$ cat config.mk
export PLATFORM = sky130hd
export DESIGN_NAME = sdram_port_arbiter
export DESIGN_NICKNAME = d
export VERILOG_FILES = /design/src/rtl/sdram_port_arbiter.sv
export SDC_FILE = /design/constraint.sdc
export NUM_CORES = 1
export LEC_CHECK = 0
export ABC_CLOCK_PERIOD_IN_PS = 2750
export BUFFER_PORTS_ARGS = -buffer_cell sky130_fd_sc_hd__buf_2
export CORE_AREA = 2 2 214 216
export DETAILED_ROUTE_END_ITERATION = 10
export DIE_AREA = 0 0 216 218
export PLACE_DENSITY = 0.4
export SYNTH_ARGS = -nofsm -noshare
export SYNTH_HDL_FRONTEND = slang
export SYNTH_SLANG_ARGS = --single-unit
$ cat constraint.sdc
create_clock -name clock -period 2.75 [get_ports clock]
set_input_delay 0.1375 -clock clock [delete_from_list [all_inputs] [get_ports clock]]
set_output_delay 0.1375 -clock clock [all_outputs]
set_load 0.05 [all_outputs]
$ cat src/rtl/sdram_port_arbiter.sv
// Two-master arbiter onto one shared SDRAM port; one burst outstanding at a time.
// Define SDRAM_PORT_ARBITER_STATS_EN to build the debug_value0..2 statistics counters.
module sdram_port_arbiter #(
    parameter int unsigned MAX_STARVE = 16
) (
    input  logic        clock,
    input  logic        reset_n,
    input  logic [28:0] m0_address,
    input  logic [7:0]  m0_burstcount,
    input  logic        m0_read,
    output logic        m0_waitrequest,
    output logic [63:0] m0_readdata,
    output logic        m0_readdatavalid,
    input  logic [28:0] m1_address,
    input  logic [7:0]  m1_burstcount,
    input  logic        m1_read,
    input  logic        m1_write,
    input  logic [63:0] m1_writedata,
    input  logic [7:0]  m1_byteenable,
    output logic        m1_waitrequest,
    output logic [63:0] m1_readdata,
    output logic        m1_readdatavalid,
    output logic [28:0] s_address,
    output logic [7:0]  s_burstcount,
    output logic        s_read,
    output logic        s_write,
    output logic [63:0] s_writedata,
    output logic [7:0]  s_byteenable,
    input  logic        s_waitrequest,
    input  logic [63:0] s_readdata,
    input  logic        s_readdatavalid,
    output logic [31:0] debug_value0,
    output logic [31:0] debug_value1,
    output logic [31:0] debug_value2
);
    typedef enum logic [1:0] {StIdle, StCmd, StRdata, StWdata} state_e;

    localparam logic [7:0] StarveMax = 8'(MAX_STARVE);

    state_e     r_state, w_state_next;
    logic       r_owner, w_owner_next;  // 0 = m0, 1 = m1
    logic [7:0] r_starve, w_starve_next;
    logic [7:0] r_remaining, w_remaining_next;

    logic       w_m0_req, w_m1_req, w_any_req, w_grant_m1;
    logic       w_active, w_own_read, w_own_write, w_accept;
    logic [7:0] w_bc_raw, w_bc;

    assign w_m0_req   = m0_read;
    assign w_m1_req   = m1_read | m1_write;
    assign w_any_req  = w_m0_req | w_m1_req;
    assign w_grant_m1 = w_m1_req & (~w_m0_req | (r_starve == StarveMax));

    assign w_active    = (r_state == StCmd) || (r_state == StWdata);
    assign w_bc_raw    = r_owner ? m1_burstcount : m0_burstcount;
    assign w_bc        = (w_bc_raw == 8'd0) ? 8'd1 : w_bc_raw;
    // m1 asserting read and write together is treated as a write
    assign w_own_write = r_owner & m1_write;
    assign w_own_read  = r_owner ? (m1_read & ~m1_write) : m0_read;
    assign w_accept    = (s_read | s_write) & ~s_waitrequest;

    always_ff @(posedge clock or negedge reset_n) begin
        if (!reset_n) begin
            r_state     <= StIdle;
            r_owner     <= 1'b0;
            r_starve    <= 8'd0;
            r_remaining <= 8'd0;
        end else begin
            r_state     <= w_state_next;
            r_owner     <= w_owner_next;
            r_starve    <= w_starve_next;
            r_remaining <= w_remaining_next;
        end
    end

    always_comb begin
        w_state_next     = r_state;
        w_owner_next     = r_owner;
        w_starve_next    = r_starve;
        w_remaining_next = r_remaining;
        unique case (r_state)
            StIdle: begin
                if (w_any_req) begin
                    w_state_next = StCmd;
                    w_owner_next = w_grant_m1;
                    if (w_grant_m1) begin
                        w_starve_next = 8'd0;
                    end else if (w_m1_req && (r_starve < StarveMax)) begin
                        w_starve_next = r_starve + 8'd1;
                    end
                end
            end
            StCmd: begin
                if (w_accept) begin
                    if (w_own_write) begin
                        if (w_bc == 8'd1) begin
                            w_state_next = StIdle;
                        end else begin
                            w_state_next     = StWdata;
                            w_remaining_next = w_bc - 8'd1;
                        end
                    end else begin
                        w_state_next     = StRdata;
                        w_remaining_next = w_bc;
                    end
                end
            end
            StRdata: begin
                if (s_readdatavalid) begin
                    w_remaining_next = r_remaining - 8'd1;
                    if (r_remaining <= 8'd1) w_state_next = StIdle;
                end
            end
            StWdata: begin
                if (w_accept) begin
                    w_remaining_next = r_remaining - 8'd1;
                    if (r_remaining <= 8'd1) w_state_next = StIdle;
                end
            end
            default: w_state_next = StIdle;
        endcase
    end

    always_comb begin
        s_address        = r_owner ? m1_address : m0_address;
        s_burstcount     = w_bc_raw;
        s_writedata      = m1_writedata;
        s_byteenable     = r_owner ? m1_byteenable : 8'hFF;
        s_read           = 1'b0;
        s_write          = 1'b0;
        m0_waitrequest   = 1'b1;
        m1_waitrequest   = 1'b1;
        m0_readdatavalid = 1'b0;
        m1_readdatavalid = 1'b0;
        if (r_state == StCmd) s_read = w_own_read;
        if (w_active) begin
            s_write = w_own_write;
            if (r_owner) m1_waitrequest = s_waitrequest;
            else         m0_waitrequest = s_waitrequest;
        end
        if (r_state == StRdata) begin
            if (r_owner) m1_readdatavalid = s_readdatavalid;
            else         m0_readdatavalid = s_readdatavalid;
        end
    end

    assign m0_readdata = s_readdata;
    assign m1_readdata = s_readdata;

`ifdef SDRAM_PORT_ARBITER_STATS_EN
    logic [31:0] r_m0_grants, r_m1_grants;
    logic [23:0] r_m1_blocked;
    logic [7:0]  r_stray;
    logic        w_m1_blocked;

    // m1 only counts as owner while a burst is actually in progress
    assign w_m1_blocked = w_m1_req & ~(r_owner & (r_state != StIdle));

    always_ff @(posedge clock or negedge reset_n) begin
        if (!reset_n) begin
            r_m0_grants  <= 32'd0;
            r_m1_grants  <= 32'd0;
            r_m1_blocked <= 24'd0;
            r_stray      <= 8'd0;
        end else begin
            if ((r_state == StIdle) && w_any_req) begin
                if (w_grant_m1) r_m1_grants <= r_m1_grants + 32'd1;
                else            r_m0_grants <= r_m0_grants + 32'd1;
            end
            if (w_m1_blocked && (r_m1_blocked != 24'hFFFFFF)) r_m1_blocked <= r_m1_blocked + 24'd1;
            if (s_readdatavalid && (r_state != StRdata) && (r_stray != 8'hFF)) begin
                r_stray <= r_stray + 8'd1;
            end
        end
    end

    assign debug_value0 = r_m0_grants;
    assign debug_value1 = r_m1_grants;
    assign debug_value2 = {r_stray, r_m1_blocked};
`else
    assign debug_value0 = 32'd0;
    assign debug_value1 = 32'd0;
    assign debug_value2 = 32'd0;
`endif

endmodule

==> results.md, run 1 <==
- Cell family with most CP delay: simple AND/OR/NAND/NOR gates
- Worst min-delay path category: in2reg
- Filler Cell Count: 5293
- Commonest non-fill, non-tap cell in the layout: buf_2
- Clock-pin slew reported for the worst setup and hold paths after clock tree synthesis: 0.06 ns
- Horizontal die dimension: 216 µm
- Total Wirelength: 12930 µm
- Remaining number of nets flagged by the antenna check after routing: 0
- Launching element type of the critical path: register
- Run status: finished, final reports clean
- H-tree depth: 1
- Final critical path time including I/O delays and setup: 2.476 ns
- Row Count: 78
- Critical Path RT: 2.94 ns
- Max Clk Rate: 403.9 MHz
- Clock latency on the worst-skew pair: 0.25 ns
- Max-slew violation total from the final report: 0
- Final setup margin: 0.2740 ns
- Post-Place Worst Slack: 0.2841 ns
- Clock tree buffer depth: 2
- Worst Path Max Fanout: 5
- Last weighted congestion value of the routability-driven placer: 0.7491
- Critical path cell sequence: or4_4 > o22ai_4 > a31o_2 > ha_1 > nand2_1 > nor3_1 > buf_4 > a21o_4 > mux2i_1 > o311a_1
- Warning count from the yosys run: 0
- Placed wire-length estimate: 11230 µm
- Clock tree from TritonCTS: done
- Via count of the first global-routing pass: 2610
- Depth of the worst register-to-register path: 10
- Reg2Reg Capture Point: r_remaining[2]
- Reg2reg start: r_owner
- CP max stage cell: or4_4
- Post-synth top flop: dfrtp_1
- Worst Min Path Start: m0_read
- I/O pins: 556
- Power density of the placed cells: 820.4 nW/µm²
- Register area share after synthesis: 0.1138
- Seq cells post-synth: 19
- Initial cell density of the core: 0.09309
- Number of nets in the layout: 691
- Fraction of registers with async set/reset: 1.000
- Leading cell types in the layout, fill and taps excluded: buf_2 (139), conb_1 (96), mux2_2 (36), dfrtp_1 (18), nand2_1 (15)
- CTS Root Buffer Type: clkbuf_16
- Core box area: 44890 µm²
- Post-CTS Setup Repair Bufs: 0
- Static Leakage: 1.753 nW
- Hold violation total from the final report: 0
- Global router's overall resource usage: 0.05207
- Number of violations of the max-capacitance limit: 0
- Final worst-path cycle share: 0.9004
- Clock sinks: 19
- Final setup violation count: 0
- EDFF count, synth: 0
- Largest net degree at the start of global routing: 44
- CP arrival: 2.67 ns
- First-pass DRT Iterations: 4
- Avg Synthesized Cell Area: 8.083 µm²
- Total clock buffers created by CTS: 3
- Worst slew slack as a fraction of its limit: 0.5935
- Die outline area: 47090 µm²
- Wire length of the first global-routing pass: 17670 µm
- Post-synthesis instance total: 517
- Maximum clock skew at final layout: 0.001560 ns
- GRT Residual Overflow: 0
- Type of destination of the critical path: register
- Fraction of final layout cells sized beyond drive strength 1: 0.4304
- DP Area: 3845 µm²
- Routed WL per cell: 12.09 µm
- Buffers & Inverters on Critical Path: 1
- Detailed router's first-iteration violation count: 114
- Max incr delay on CP: 0.55 ns
- Maximum resistive drop on vdd: 0.0002672 V
- Number of cells traversed by the worst hold path: 3
- Count of input and output buffers: 139
- Post-route design area: 3939 µm²
- Routed vias/inst: 2.609
- Remaining DRCs: 0
- Vertical extent of the die: 218 µm
- Actual transition at the worst max-transition pin: 0.6042 ns
- Worst Setup Path Type: reg2reg
- Total vias in the final route: 2789
- Total negative setup slack: 0 ns
- Cell area after synthesis: 4179 µm²
- Count of distinct cell types in the synthesized netlist: 54
- Antenna violations before repair: 1
- Area growth from synthesis to layout: -5.748%
- Unrepaired setup endpoints after global routing: false
- R2R Setup Slk: 0.27 ns
- Capture endpoint of the worst hold path: r_state[0]
==> cell type report <==
| type | instances | area (µm²) | share of cell area |
|---|---|---|---|
| antenna | 2 | 5.005 | 0.001271 |
| clock buffer | 4 | 78.83 | 0.02001 |
| inverter | 12 | 45.04 | 0.01144 |
| multi-input combinational | 280 | 1787 | 0.4536 |
| sequential | 19 | 476.7 | 0.1210 |
| tap | 600 | 750.7 | 0.1906 |
| timing repair buffer | 152 | 795.8 | 0.2020 |
==> worst register-to-register path, delay by kind of cell (launching register included) <==
family          cells  cell delay, ns
flops               1            0.43
buf+inv             1            0.17
simple gates        3            0.75
compound gates      4            0.70
mux                 1            0.19
fa+ha+maj           1            0.18
==> logic make-up after synthesis <==
| family | after synthesis | share of synthesized area |
|---|---|---|
| other | 1 | 0.0008973 |
| muxes | 41 | 0.1090 |
| DFF | 19 | 0.1138 |
| and+or+nand+nor | 78 | 0.1012 |
| adders and majority gates | 6 | 0.01796 |
| AOI/OAI and AO/OA | 50 | 0.09431 |
| xor gates and xnor gates | 9 | 0.01886 |
| buffers and inverters | 313 | 0.5440 |
==> routing by layer <==
layer | wire length (µm) | vias to the layer above | GRT usage | share of wire
met3 | 1833 | 58 | 0.03278 | 0.14
li1 | - | 1218 | - | -
met5 | 0 | - | 0 | 0
met1 | 5153 | 1270 | 0.06061 | 0.40
met4 | 623 | 0 | 0.03128 | 0.048
met2 | 5316 | 243 | 0.07117 | 0.41
==> what timing repair did <==
action / in CTS / in global routing
endpoints found under the setup margin: 0 / 0
resized for setup: 0 / 0
hold endpoints to repair: 19 / 0
hold buffers: 1 / 0
==> synth_stat cells, drive strengths merged, types with 2 or more instances <==
cell type / n / share of area
o221a: 3 / 0.0081
and2: 4 / 0.0060
nor3: 6 / 0.0072
xnor2: 3 / 0.0063
nor2b: 4 / 0.0060
o211ai: 3 / 0.0066
and3: 4 / 0.0060
nor2: 13 / 0.012
ha: 6 / 0.018
or3: 4 / 0.0060
a21oi: 8 / 0.012
o31ai: 2 / 0.0036
o22ai: 4 / 0.0093
nor4: 4 / 0.0060
or4: 3 / 0.0072
a21o: 2 / 0.0054
nand3: 7 / 0.0084
o21ai: 9 / 0.011
xor2: 6 / 0.013
buf: 292 / 0.53
o211a: 2 / 0.0048
inv: 11 / 0.0099
nand2: 16 / 0.016
a31oi: 2 / 0.0030
clkbuf: 9 / 0.0081
a211oi: 2 / 0.0036
mux2i: 5 / 0.012
nand2b: 11 / 0.016
a21boi: 2 / 0.0045
mux2: 36 / 0.097
dfrtp: 19 / 0.11
o21a: 3 / 0.0054
==> per-stage QoR <==
stage                     utilization  hold slack [ns]  total power [mW]  std cells
after floorplan                     -          -0.1581             3.217        612
after global placement        0.08565           0.1331             2.944       1062
after detailed placement      0.08565           0.1359             2.948       1062
after CTS                     0.08763           0.2098             3.269       1067
after global routing          0.08763           0.2288             3.437       1067
final                         0.08774           0.2010             3.231       1069
==> report_power, final <==
group | internal [mW] | switching [mW]
logic | 0.699 | 1.76
registers | 0.359 | 0.107
clock network | 0.197 | 0.107
==> sequential cells by signal, summed over array words and instances (netlist names) <==
signal	flops
r_starve	8
r_owner	1
r_state	2
r_remaining	8
==> worst max path at each step <==
stage,startpoint,end,cells past startpoint
after floorplan,r_owner,r_remaining[7],9
after global placement,r_owner,r_remaining[7],10
after detailed placement,r_owner,r_remaining[2],10
after CTS,r_owner,r_remaining[2],10
after global routing,r_owner,r_remaining[2],10
final,r_owner,r_remaining[2],10
Power figures use the tool's default switching activity.
==> inputs of run 2 (changes only) <==
--- a/config.mk
+++ b/config.mk
@@ -7,8 +7,9 @@
 export LEC_CHECK = 0
+export ABC_AREA = 1
 export ABC_CLOCK_PERIOD_IN_PS = 2750
 export BUFFER_PORTS_ARGS = -buffer_cell sky130_fd_sc_hd__buf_2
-export CORE_AREA = 2 2 214 216
+export CORE_AREA = 2 2 218 220
 export DETAILED_ROUTE_END_ITERATION = 10
-export DIE_AREA = 0 0 216 218
-export PLACE_DENSITY = 0.4
+export DIE_AREA = 0 0 220 222
+export PLACE_DENSITY = 0.39
 export SYNTH_ARGS = -nofsm -noshare
==> constraint.sdc (replaced) <==
create_clock -name clock -period 2.75 [get_ports clock]
set_input_delay 0 -clock clock [delete_from_list [all_inputs] [get_ports clock]]
set_output_delay 0 -clock clock [all_outputs]
set_load 0.05 [all_outputs]
==> run 2 against run 1 <==
Effect of this change: synthesized area up 1.4%; critical path depth is 5 higher; clock skew is 0.0022 ns higher; register-to-register slack better by 0.10 ns; largest power group unchanged; clock power about the same; non-clock buffer count shrank 10; combinational power shrank 50%; cell area decreased by 0.35%; utilization is 0.29 points lower; final cell count increased by 12%; first-iteration DRC count fell by 6.1%.
==> results.md, run 2 <==
- Worst Setup Path Type: reg2reg
- Largest net degree at the start of global routing: 46 (+4.5%)
- Post-CTS Setup Repair Bufs: 0 (unchanged)
- Initial cell density of the core: 0.09158 (-0.001505)
- Leading cell types by count after synthesis: buf_4 (288), nand2_1 (152), inv_1 (43), nor2_1 (33), dfrtp_1 (19)
- Post-route design area: 3925 µm² (-0.35%)
- Total negative setup slack: 0 ns (unchanged)
- Antenna violations before repair: 2 (+1)
- Row Count: 79 (+1.3%)
- Fraction of registers with async set/reset: 1.000 (unchanged)
- Adder and majority gate portion of the synthesized area: 0.01772 (-0.0002440)
- Fraction of synthesized cell area in xor and xnor cells: 0.01034 (-0.008526)
- Clock-pin slew reported for the worst setup and hold paths after clock tree synthesis: 0.06 ns (about the same)
- Seq cells post-synth: 19 (unchanged)
- Final setup violation count: 0 (unchanged)
- First-pass DRT Iterations: 4 (unchanged)
- Library cell appearing most often on the critical path: nand2_1
- EDFF count, synth: 0 (unchanged)
- Combinational family with the most area after synthesis: buffers and inverters
- Remaining DRCs: 0 (unchanged)
- Hold violation total from the final report: 0 (unchanged)
- Number of violations of the max-capacitance limit: 0 (unchanged)
- Run status: finished, final reports clean
- Maximum clock skew at final layout: 0.003711 ns (+0.002151 ns)
- Type of destination of the critical path: register
- Cell area after synthesis: 4237 µm² (+1.4%)
- Worst min-delay path category: in2out
- Vertical extent of the die: 222 µm (+1.8%)
- Power, Total: 1.980 mW (-39%)
- Mux contribution to synthesized area: 0 (-0.1090)
- I/O pins: 556 (unchanged)
- Commonest non-fill, non-tap cell in the layout: nand2_1
- Area share of and/or/nand/nor cells after synthesis: 0.2259 (+0.1247)
- Critical Path RT: 2.89 ns (-0.05 ns)
- Clock tree from TritonCTS: done
- Max incr delay on CP: 0.44 ns (-0.11 ns)
- Number of nets in the layout: 812 (+18%)
- Total clock buffers created by CTS: 3 (unchanged)
- CP max stage cell: dfrtp_2
- CP arrival: 2.51 ns (-0.16 ns)
- Maximum resistive drop on vdd: 0.0002146 V (-20%)
- Total Wirelength: 14000 µm (+8.3%)
- Routed vias/inst: 2.604 (-0.20%)
- Power density of the placed cells: 504.5 nW/µm² (-39%)
- Area share of the largest cell type after synthesis: 0.5103 (-0.007029)
- Launching element type of the critical path: register
- GRT Residual Overflow: 0 (unchanged)
- Total vias in the final route: 3114 (+12%)
- Clock latency on the worst-skew pair: 0.25 ns (about the same)
- Critical path cell sequence: buf_12 > nand2_1 > nand2_1 > nand3_1 > nor2_2 > nor2_4 > ha_1 > inv_1 > nor2_1 > inv_1 > nor2_1 > xor2_1 > o21ai_0 > nand2_1 > o21ai_2
- Count of input and output buffers: 139 (unchanged)
- Crit path to: r_remaining[4]
- Last weighted congestion value of the routability-driven placer: 0.7083 (-5.4%)
- Unrepaired setup endpoints after global routing: false
- Core box area: 46260 µm² (+3.0%)
- Static Leakage: 2.033 nW (+16%)
- Largest registers: r_remaining: 8 flops, r_starve: 8 flops, r_state: 2 flops
- Area growth from synthesis to layout: -7.354%
- Detailed router's first-iteration violation count: 107 (-6.1%)
- Register area share after synthesis: 0.1122 (-0.001546)
- Reg2Reg Capture Point: r_remaining[4]
- Start point of the critical path: r_owner
- Worst hold margin: 0.00001398 ns (-0.2010 ns)
- Number of cells traversed by the worst hold path: 0 (-3)
- Filler Cell Count: 5493 (+3.8%)
- Post-synthesis instance total: 648 (+25%)
- DP Area: 3834 µm² (-0.29%)
- H-tree depth: 1 (unchanged)
- Top cell type by total area after synthesis: buf_4
- Max Clk Rate: 421.5 MHz (+4.4%)
- Post-synth top flop: dfrtp_1
- Cell with the most instances after synthesis: buf_4
- Wire length of the first global-routing pass: 19240 µm (+8.9%)
- Reg2reg start: r_owner
- Avg Synthesized Cell Area: 6.538 µm² (-19%)
- Routed WL per cell: 11.71 µm (-3.2%)
- Final critical path time including I/O delays and setup: 2.372 ns (-0.1035 ns)
- Leading cell types in the layout, fill and taps excluded: nand2_1 (152), buf_2 (139), conb_1 (96), inv_1 (43), nor2_1 (33)
- Max-slew violation total from the final report: 0 (unchanged)
- Cell types with the largest area share after synthesis: buf_4 (51%), nand2_1 (13%), dfrtp_1 (11%)
- Worst Path Max Fanout: 45 (+40)
- Clock sinks: 19 (unchanged)
- Warning count from the yosys run: 0 (unchanged)
- CTS Root Buffer Type: clkbuf_16
- Via count of the first global-routing pass: 2949 (+13%)
- Die outline area: 48840 µm² (+3.7%)
- Horizontal die dimension: 220 µm (+1.9%)
- Depth of the worst register-to-register path: 15 (+5)
- Fraction of final layout cells sized beyond drive strength 1: 0.3044 (-0.1260)
- Synth Area in Compound Gates: 0.05936 (-0.03495)
- Global router's overall resource usage: 0.05415 (+0.002074)
- Count of distinct cell types in the synthesized netlist: 35 (-35%)
- Final worst-path cycle share: 0.8627 (-0.03764)
- Remaining number of nets flagged by the antenna check after routing: 0 (unchanged)
- Clock tree buffer depth: 2 (unchanged)
- R2R Setup Slk: 0.38 ns (+0.10 ns)
- Placed wire-length estimate: 12070 µm (+7.5%)
-- run 2: changes by cell type in the layout (fill, tap and decap cells not counted), moves of 6 or more --
cell      before  now
nand3_1        7   13
mux2_2        36    0
or2_2          1    9
nor2_1        13   33
buf_4         12    1
inv_1         11   43
nand2b_1      11    0
nand2_1       15  152
-- run 2: worst min-delay path by stage --
stage                           startpoint               to  slack (ns)
after CTS                 m1_writedata[12]  s_writedata[12]      0.0003
after detailed placement           reset_n      r_starve[1]       -0.01
after global routing        s_readdata[47]  m1_readdata[47]      0.0001
after global placement             reset_n      r_starve[1]       -0.01
after floorplan                    reset_n          r_owner       -0.30
final                     m1_writedata[48]  s_writedata[48]     0.00001
-- run 2: repair_timing --
action	CTS	global route
resized for setup	0	0
hold buffers	1	0
hold endpoints to repair	19	0
-- run 2: cell families (layout without fill, tap and decap cells) --
logic type | Yosys count | after routing
and+or+nand+nor | 227 | 227
adders and majority gates | 6 | 6
DFF | 19 | 19
buffers and inverters | 350 | 195
AOI/OAI and AO/OA | 40 | 40
other | 1 | 97
xor gates and xnor gates | 5 | 5
-- run 2: metrics by stage --
step / worst slack (ns) / std cells / utilization
after CTS: 0.3200 / 1195 / 0.08479
after detailed placement: 0.3337 / 1190 / 0.08287
after global routing: 0.1040 / 1195 / 0.08479
after floorplan: 0.3377 / 743 / -
after global placement: 0.3653 / 1190 / 0.08287
final: 0.3775 / 1196 / 0.08485
-- run 2: where the power goes --
group / switching (mW) / internal, mW
clock: 0.107 / 0.197
sequential: 0.0955 / 0.356
combinational: 0.920 / 0.305
-- run 2: worst max-delay path, delay by kind of cell (launching register included) --
kind	cells	cell delay, ns
AOI/OAI and AO/OA	2	0.14
xor gates and xnor gates	1	0.18
adders and majority gates	1	0.16
buffers and inverters	3	0.31
DFF	1	0.44
and+or+nand+nor	8	1.03
-- run 2: metal layers --
| layer | vias up | global-route usage | wire (µm) |
|---|---|---|---|
| li1 | 1461 | - | - |
| met1 | 1308 | 0.04894 | 4367 |
| met2 | 278 | 0.09454 | 7061 |
| met3 | 65 | 0.02716 | 1788 |
| met4 | 2 | 0.03442 | 745 |
| met5 | - | 0.006061 | 36 |
-- run 2: final cells by class --
type,count,area (µm²),area share
Antenna cell,1,2.502,0.0006376
Clock buffer,4,78.83,0.02008
Inverter,49,186.4,0.04750
Multi-Input combinational cell,374,1688,0.4300
Sequential cell,19,476.7,0.1215
Tap cell,607,759.5,0.1935
Timing Repair Buffer,142,733.2,0.1868
